$ cat config.mk
export PLATFORM = sky130hd
export DESIGN_NAME = dmem_access_ctrl
export DESIGN_NICKNAME = d
export VERILOG_FILES = /design/src/rtl/dmem_access_ctrl.sv
export SDC_FILE = /design/constraint.sdc
export NUM_CORES = 1
export LEC_CHECK = 0
export ABC_AREA = 1
export CAP_MARGIN = 15
export CELL_PAD_IN_SITES_DETAIL_PLACEMENT = 0
export CELL_PAD_IN_SITES_GLOBAL_PLACEMENT = 1
export CORE_MARGIN = 4
export CORE_UTILIZATION = 34
export DETAILED_ROUTE_END_ITERATION = 6
export PLACE_DENSITY_LB_ADDON = 0.1
export SYNTH_ARGS = -nofsm -noshare
export SYNTH_HDL_FRONTEND = slang
export SYNTH_SLANG_ARGS = --single-unit
$ cat constraint.sdc
create_clock -name clk -period 3.1 [get_ports clk]
set_clock_uncertainty 0.1 [all_clocks]
set_input_delay 0.93 -clock clk [delete_from_list [all_inputs] [get_ports clk]]
set_output_delay 0.93 -clock clk [all_outputs]
set_load 0.05 [all_outputs]
$ cat src/rtl/dmem_access_ctrl.sv
// Round-robin arbiter and beat sequencer between the MEM stage (A), the debug loader (B)
// and the single-ported 32-bit data memory. Each 64-bit access is split into two beats:
// the high word goes to addr and the low word goes to addr+4.
module dmem_access_ctrl #(
  parameter int unsigned ADDR_W    = 14,
  parameter int unsigned DATA_BASE = 32'h1800
) (
  input  logic              clk,
  input  logic              rst_n,
  input  logic              a_req,
  input  logic              a_we,
  input  logic [ADDR_W-1:0] a_addr,
  input  logic [63:0]       a_wdata,
  input  logic              b_req,
  input  logic              b_we,
  input  logic [ADDR_W-1:0] b_addr,
  input  logic [63:0]       b_wdata,
  output logic              a_done,
  output logic              a_err,
  output logic [63:0]       a_rdata,
  output logic              b_done,
  output logic              b_err,
  output logic [63:0]       b_rdata,
  output logic [ADDR_W-3:0] mem_addr,
  output logic              mem_we,
  output logic              mem_re,
  output logic [31:0]       mem_wdata,
  input  logic [31:0]       mem_rdata
);

  localparam int unsigned WORD_W   = ADDR_W - 2;
  localparam int unsigned TOP_ADDR = (32'd1 << ADDR_W) - 32'd8;

  typedef enum logic [2:0] {
    S_IDLE  = 3'd0,
    S_BEAT0 = 3'd1,
    S_BEAT1 = 3'd2,
    S_CAP   = 3'd3,
    S_DONE  = 3'd4
  } state_e;

  state_e              state_q;
  logic                gnt_b_q;
  logic                last_b_q;
  logic                we_q;
  logic [ADDR_W-1:0]   addr_q;
  logic [63:0]         wdata_q;
  logic [31:0]         rd_hi_q;

  logic                a_done_q;
  logic                a_err_q;
  logic [63:0]         a_rdata_q;
  logic                b_done_q;
  logic                b_err_q;
  logic [63:0]         b_rdata_q;
  logic [WORD_W-1:0]   mem_addr_q;
  logic                mem_we_q;
  logic                mem_re_q;
  logic [31:0]         mem_wdata_q;

  logic                sel_any;
  logic                sel_b;
  logic                sel_we;
  logic                sel_err;
  logic [ADDR_W-1:0]   sel_addr;
  logic [63:0]         sel_wdata;
  logic [WORD_W-1:0]   beat1_addr;

  // Grant choice and access checks; only consumed on the IDLE edge.
  always_comb begin
    sel_any   = a_req | b_req;
    sel_b     = b_req & (~a_req | ~last_b_q);
    sel_we    = sel_b ? b_we    : a_we;
    sel_addr  = sel_b ? b_addr  : a_addr;
    sel_wdata = sel_b ? b_wdata : a_wdata;
    sel_err   = (sel_addr[2:0] != 3'd0)
              | (sel_we & (32'(sel_addr) < DATA_BASE))
              | (32'(sel_addr) > TOP_ADDR);
  end

  assign beat1_addr = addr_q[ADDR_W-1:2] + WORD_W'(1);

  always_ff @(posedge clk) begin
    if (!rst_n) begin
      state_q     <= S_IDLE;
      gnt_b_q     <= 1'b0;
      last_b_q    <= 1'b1;
      we_q        <= 1'b0;
      addr_q      <= '0;
      wdata_q     <= '0;
      rd_hi_q     <= '0;
      a_done_q    <= 1'b0;
      a_err_q     <= 1'b0;
      a_rdata_q   <= '0;
      b_done_q    <= 1'b0;
      b_err_q     <= 1'b0;
      b_rdata_q   <= '0;
      mem_addr_q  <= '0;
      mem_we_q    <= 1'b0;
      mem_re_q    <= 1'b0;
      mem_wdata_q <= '0;
    end else begin
      a_done_q <= 1'b0;
      a_err_q  <= 1'b0;
      b_done_q <= 1'b0;
      b_err_q  <= 1'b0;
      mem_we_q <= 1'b0;
      mem_re_q <= 1'b0;

      unique case (state_q)
        S_IDLE: begin
          if (sel_any) begin
            gnt_b_q <= sel_b;
            we_q    <= sel_we;
            addr_q  <= sel_addr;
            wdata_q <= sel_wdata;
            if (sel_err) begin
              // Rejected accesses skip the memory entirely.
              state_q  <= S_DONE;
              a_done_q <= ~sel_b;
              a_err_q  <= ~sel_b;
              b_done_q <= sel_b;
              b_err_q  <= sel_b;
            end else begin
              state_q    <= S_BEAT0;
              mem_addr_q <= sel_addr[ADDR_W-1:2];
              mem_we_q   <= sel_we;
              mem_re_q   <= ~sel_we;
              if (sel_we) mem_wdata_q <= sel_wdata[63:32];
            end
          end
        end
        S_BEAT0: begin
          state_q    <= S_BEAT1;
          mem_addr_q <= beat1_addr;
          mem_we_q   <= we_q;
          mem_re_q   <= ~we_q;
          if (we_q) mem_wdata_q <= wdata_q[31:0];
        end
        S_BEAT1: begin
          if (we_q) begin
            state_q  <= S_DONE;
            a_done_q <= ~gnt_b_q;
            b_done_q <= gnt_b_q;
          end else begin
            // High word read in BEAT0 arrives now.
            state_q <= S_CAP;
            rd_hi_q <= mem_rdata;
          end
        end
        S_CAP: begin
          state_q <= S_DONE;
          if (gnt_b_q) begin
            b_done_q  <= 1'b1;
            b_rdata_q <= {rd_hi_q, mem_rdata};
          end else begin
            a_done_q  <= 1'b1;
            a_rdata_q <= {rd_hi_q, mem_rdata};
          end
        end
        S_DONE: begin
          state_q  <= S_IDLE;
          last_b_q <= gnt_b_q;
        end
        default: state_q <= S_IDLE;
      endcase
    end
  end

  assign a_done    = a_done_q;
  assign a_err     = a_err_q;
  assign a_rdata   = a_rdata_q;
  assign b_done    = b_done_q;
  assign b_err     = b_err_q;
  assign b_rdata   = b_rdata_q;
  assign mem_addr  = mem_addr_q;
  assign mem_we    = mem_we_q;
  assign mem_re    = mem_re_q;
  assign mem_wdata = mem_wdata_q;

endmodule

==> impl_summary.md <==
Pwr
The areal power density over the cells is approximately 560 mW/mm^2. In this run the static leakage power is 5.90 nW. The design draws approximately 8.8 mW.

IR analysis of the VDD net gives a maximum drop of 0.395 mV.

Clock network
After clock tree synthesis, the setup repair step added 0 buffers. The clock tree root buffer cell is sky130_fd_sc_hd__clkbuf_16. In this run, post-CTS repair resized a total of 0 instances.

The number of clock sinks is 260. The clock-pin slew on the worst setup and hold paths is roughly 0.060 ns. The total of hold buffers inserted after clock tree synthesis is 0. The clock tree from TritonCTS is yes. The worst-case clock buffer depth is 3. For the worst-skew pair, the clock arrives at the later sink with an insertion delay of roughly 0.53 ns.

CTS built an H-tree with a depth of 1. The number of clock buffers inserted by TritonCTS is 29.

STA
Hold timing on the final database bottoms out at a slack of about 0.36 ns. Adding up every negative setup slack in the final design gives 0 ns. The final setup violation count is 0.

The final hold violation count is 0. Setup repair after global routing left no endpoint under its margin. The highest clock rate is between 300 and 400 MHz. In the finished design, the share of the clock period the worst path needs comes to 0.895. In the post-route analysis, the smallest setup slack over all paths is ~0.32 ns. For the pin with the worst max-slew slack, the measured transition is between 0.8 and 0.9 ns. The final-report max-slew violation count was 0. The smallest clock period supported by the final layout is computed as approximately 2.8 ns. In this run the tightest slew margin relative to its limit is 0.434.

Route
The first detailed-routing pass took 6 iterations. For this run, design rule violations remaining after detail routing come to 0. Wires add up to between 30 and 40 mm.

Using the TritonRoute via totals, the vias-per-cell ratio works out to roughly 4.9. The routed layout has roughly 11000 vias. After detailed routing, the average wire length per cell comes to 17.5 microns. After the first detailed-routing iteration, the DRC count stood at ~460. The count of antenna-violating nets left after detailed routing is 0.

Yosys
The biggest area contributor in the post-synthesis netlist is sky130_fd_sc_hd__dfxtp_1. Sorting the synthesized cells by area gives the leading types as sky130_fd_sc_hd__dfxtp_1 (49%), sky130_fd_sc_hd__nor2_1 (8.9%), sky130_fd_sc_hd__a21oi_1 (8.8%). The area fraction of the dominant cell type after synthesis is 0.491.

The instance count of the mapped netlist is roughly 1400. The netlist uses 35 different library cells. Of the synthesized area, sequential elements account for 0.491. Synthesis produced a netlist with a net count of between 1500 and 2000.

The number of flops mapped to enable cells by yosys is 0. The fraction of synthesis flops using an asynchronous set or reset pin is 0. The mapped netlist covers 0.0106 sq mm. The synthesis-stage register bit count is 260. The top flip-flop cell by instance count after synthesis is sky130_fd_sc_hd__dfxtp_1. The mean instance size in the synthesized netlist is ~7.3 sq um. For this run, the number of Yosys warnings is 0.

Finish
The synthesis-to-finish area growth is 48.2%. The final layout contains approximately 2000 nets. The utilization after layout is 0.512. In the layout the commonest cells are sky130_fd_sc_hd__clkdlybuf4s50_1 (370), sky130_fd_sc_hd__dfxtp_1 (259), sky130_fd_sc_hd__nor2_1 (252). The filler cells instantiated in the layout total between 3000 and 4000. The finished layout holds 2192 standard cells, fillers aside. The fraction of final layout cells sized beyond drive strength 1 is 0.0658.

The library cell used most frequently in the layout, excluding fill and tap cells, is sky130_fd_sc_hd__clkdlybuf4s50_1. The area of all placed cells without fillers is roughly 0.016 sq mm.

Worst setup path
In this run the number of cells on the critical path is 1. The cell depth of the worst flop-to-flop path is 6. The worst setup path is launched from a register.

The capturing element type of the critical path is an output pin. The buffering stage count on the worst path with inverters included is 1. The critical path starts at mem_addr[3]. Grouping stages by cell kind, the critical path spends the most delay in buffers and inverters.

The critical path goes through clkdlybuf4s50_1. The register-to-register setup slack is just over 0.9 ns. The startpoint identified for the worst register-to-register timing path is state_q[0].

Along the worst path, the maximum fanout reaches 2. The most critical setup path has its endpoint at mem_addr[3]. STA puts the critical path data required time at a little over 2 ns. The worst register-to-register path ends at a_done.

The cell with the largest stage delay on the worst path is sky130_fd_sc_hd__clkdlybuf4s50_1. At the worst endpoint, the arrival time is approximately 1.8 ns. The path type of the worst setup path is reg2out. The delay of the slowest critical-path stage is 0.86 ns.

Die
The die covers about 0.034 sq mm. The number of core rows is 64. The number of I/O pins is 372. The die height is between 150 and 200 microns. The effective utilization at floorplan is 0.345.

In this run the standard cell core region covers around 0.03 sq mm. The floorplan die width is around 180 microns.

Global routing
For this run, global-route usage on met1 was measured as 0.275. The pin count of the biggest net entering global routing is 68. The initial antenna violation count is 3. The met3 layer usage reported by global route is 0.0517. The total global-route track usage is 0.215. The final global-route overflow total is 0.

The layer with the highest usage after global routing is met2. In the global route stage, met2 resource usage came out at 0.365. The global-route wire length before repair is ~59 mm. The via count of the first global-routing pass is roughly 11000.

Worst hold path
The class of the worst hold path is reg2reg.

Status
The flow ran to the end, and the final reports show no timing, DRC or antenna violations.

Placement
The instance count after placement with tap cells included is around 2100. Routability-driven placement finished with a final weighted congestion of between 0.8 and 0.9. The placed instance area is between 0.01 and 0.015 sq mm. The half-perimeter wire length of the detailed placement result is between 20 and 30 mm. Timing analysis after detailed placement gives a worst setup slack of -0.0531 ns. Port buffering added around 370 buffers.

Job
Across the run, the number of max-cap violations was 0.
kinds of logic after synthesis:
logic type	share of synthesized area
simple gates	0.231
fa+ha+maj	0.00118
flops	0.491
xor+xnor	0.00165
compound gates	0.202
buf+inv	0.0724
how the worst min path moves through the flow:
stage,endpoint,startpoint,depth (start not counted),slack [ns]
6_report,b_rdata[46],b_rdata[46],2,0.36
5_1_grt,b_rdata[20],b_rdata[20],2,0.38
3_5_place_dp,b_rdata[59],b_rdata[59],2,0.35
3_3_place_gp,b_rdata[15],b_rdata[15],2,0.35
4_1_cts,b_rdata[44],b_rdata[44],2,0.36
2_1_floorplan,a_rdata[38],rd_hi_q[6],2,0.34
metal layers:
metal,share of wire,vias to the layer above
met5,0.00057,-
met4,0.023,4
met3,0.085,62
met2,0.47,357
met1,0.42,4916
li1,-,5436
registers in the layout, indices dropped and copies added (netlist names), 3 cells and up:
| name | flops |
|---|---|
| a_rdata | 64 |
| b_rdata | 64 |
| rd_hi_q | 32 |
| wdata_q | 32 |
| state_q | 3 |
| mem_addr | 12 |
| addr_q | 12 |
| mem_wdata | 32 |
cell usage after synthesis (2+ instances only):
library cell,number
sky130_fd_sc_hd__a21oi_1,187
sky130_fd_sc_hd__a31oi_1,38
sky130_fd_sc_hd__buf_2,31
sky130_fd_sc_hd__buf_4,5
sky130_fd_sc_hd__buf_6,7
sky130_fd_sc_hd__clkbuf_1,68
sky130_fd_sc_hd__dfxtp_1,260
sky130_fd_sc_hd__inv_1,56
sky130_fd_sc_hd__inv_2,4
sky130_fd_sc_hd__nand2_1,230
sky130_fd_sc_hd__nand2_2,6
sky130_fd_sc_hd__nand2_4,3
sky130_fd_sc_hd__nand3_1,87
sky130_fd_sc_hd__nand4_1,5
sky130_fd_sc_hd__nor2_1,252
sky130_fd_sc_hd__nor2_4,2
sky130_fd_sc_hd__nor3_1,2
sky130_fd_sc_hd__o21ai_0,171
sky130_fd_sc_hd__o21ai_1,13
sky130_fd_sc_hd__or2_2,7
power breakdown:
group | leakage, nW | internal, mW | total (mW) | switching [mW]
sequential | 2.11 | 3.49 | 3.60 | 0.103
clock | 0.532 | 2.43 | 3.85 | 1.42
combinational | 3.26 | 0.562 | 1.37 | 0.811
total | 5.90 | 6.49 | 8.82 | 2.33
layout make-up:
cell class                 instances  area (sq um)  share of cell area
antenna                            2          5.00            0.000319
clock buffer                      36           812              0.0517
clock inverter                    17           269              0.0171
inverter                          62           239              0.0152
multi-input combinational       1015          4640               0.296
sequential                       260          5210               0.332
tap                              396           495              0.0316
timing repair buffer             404          4030               0.257
(Power assumes the default switching activity.)
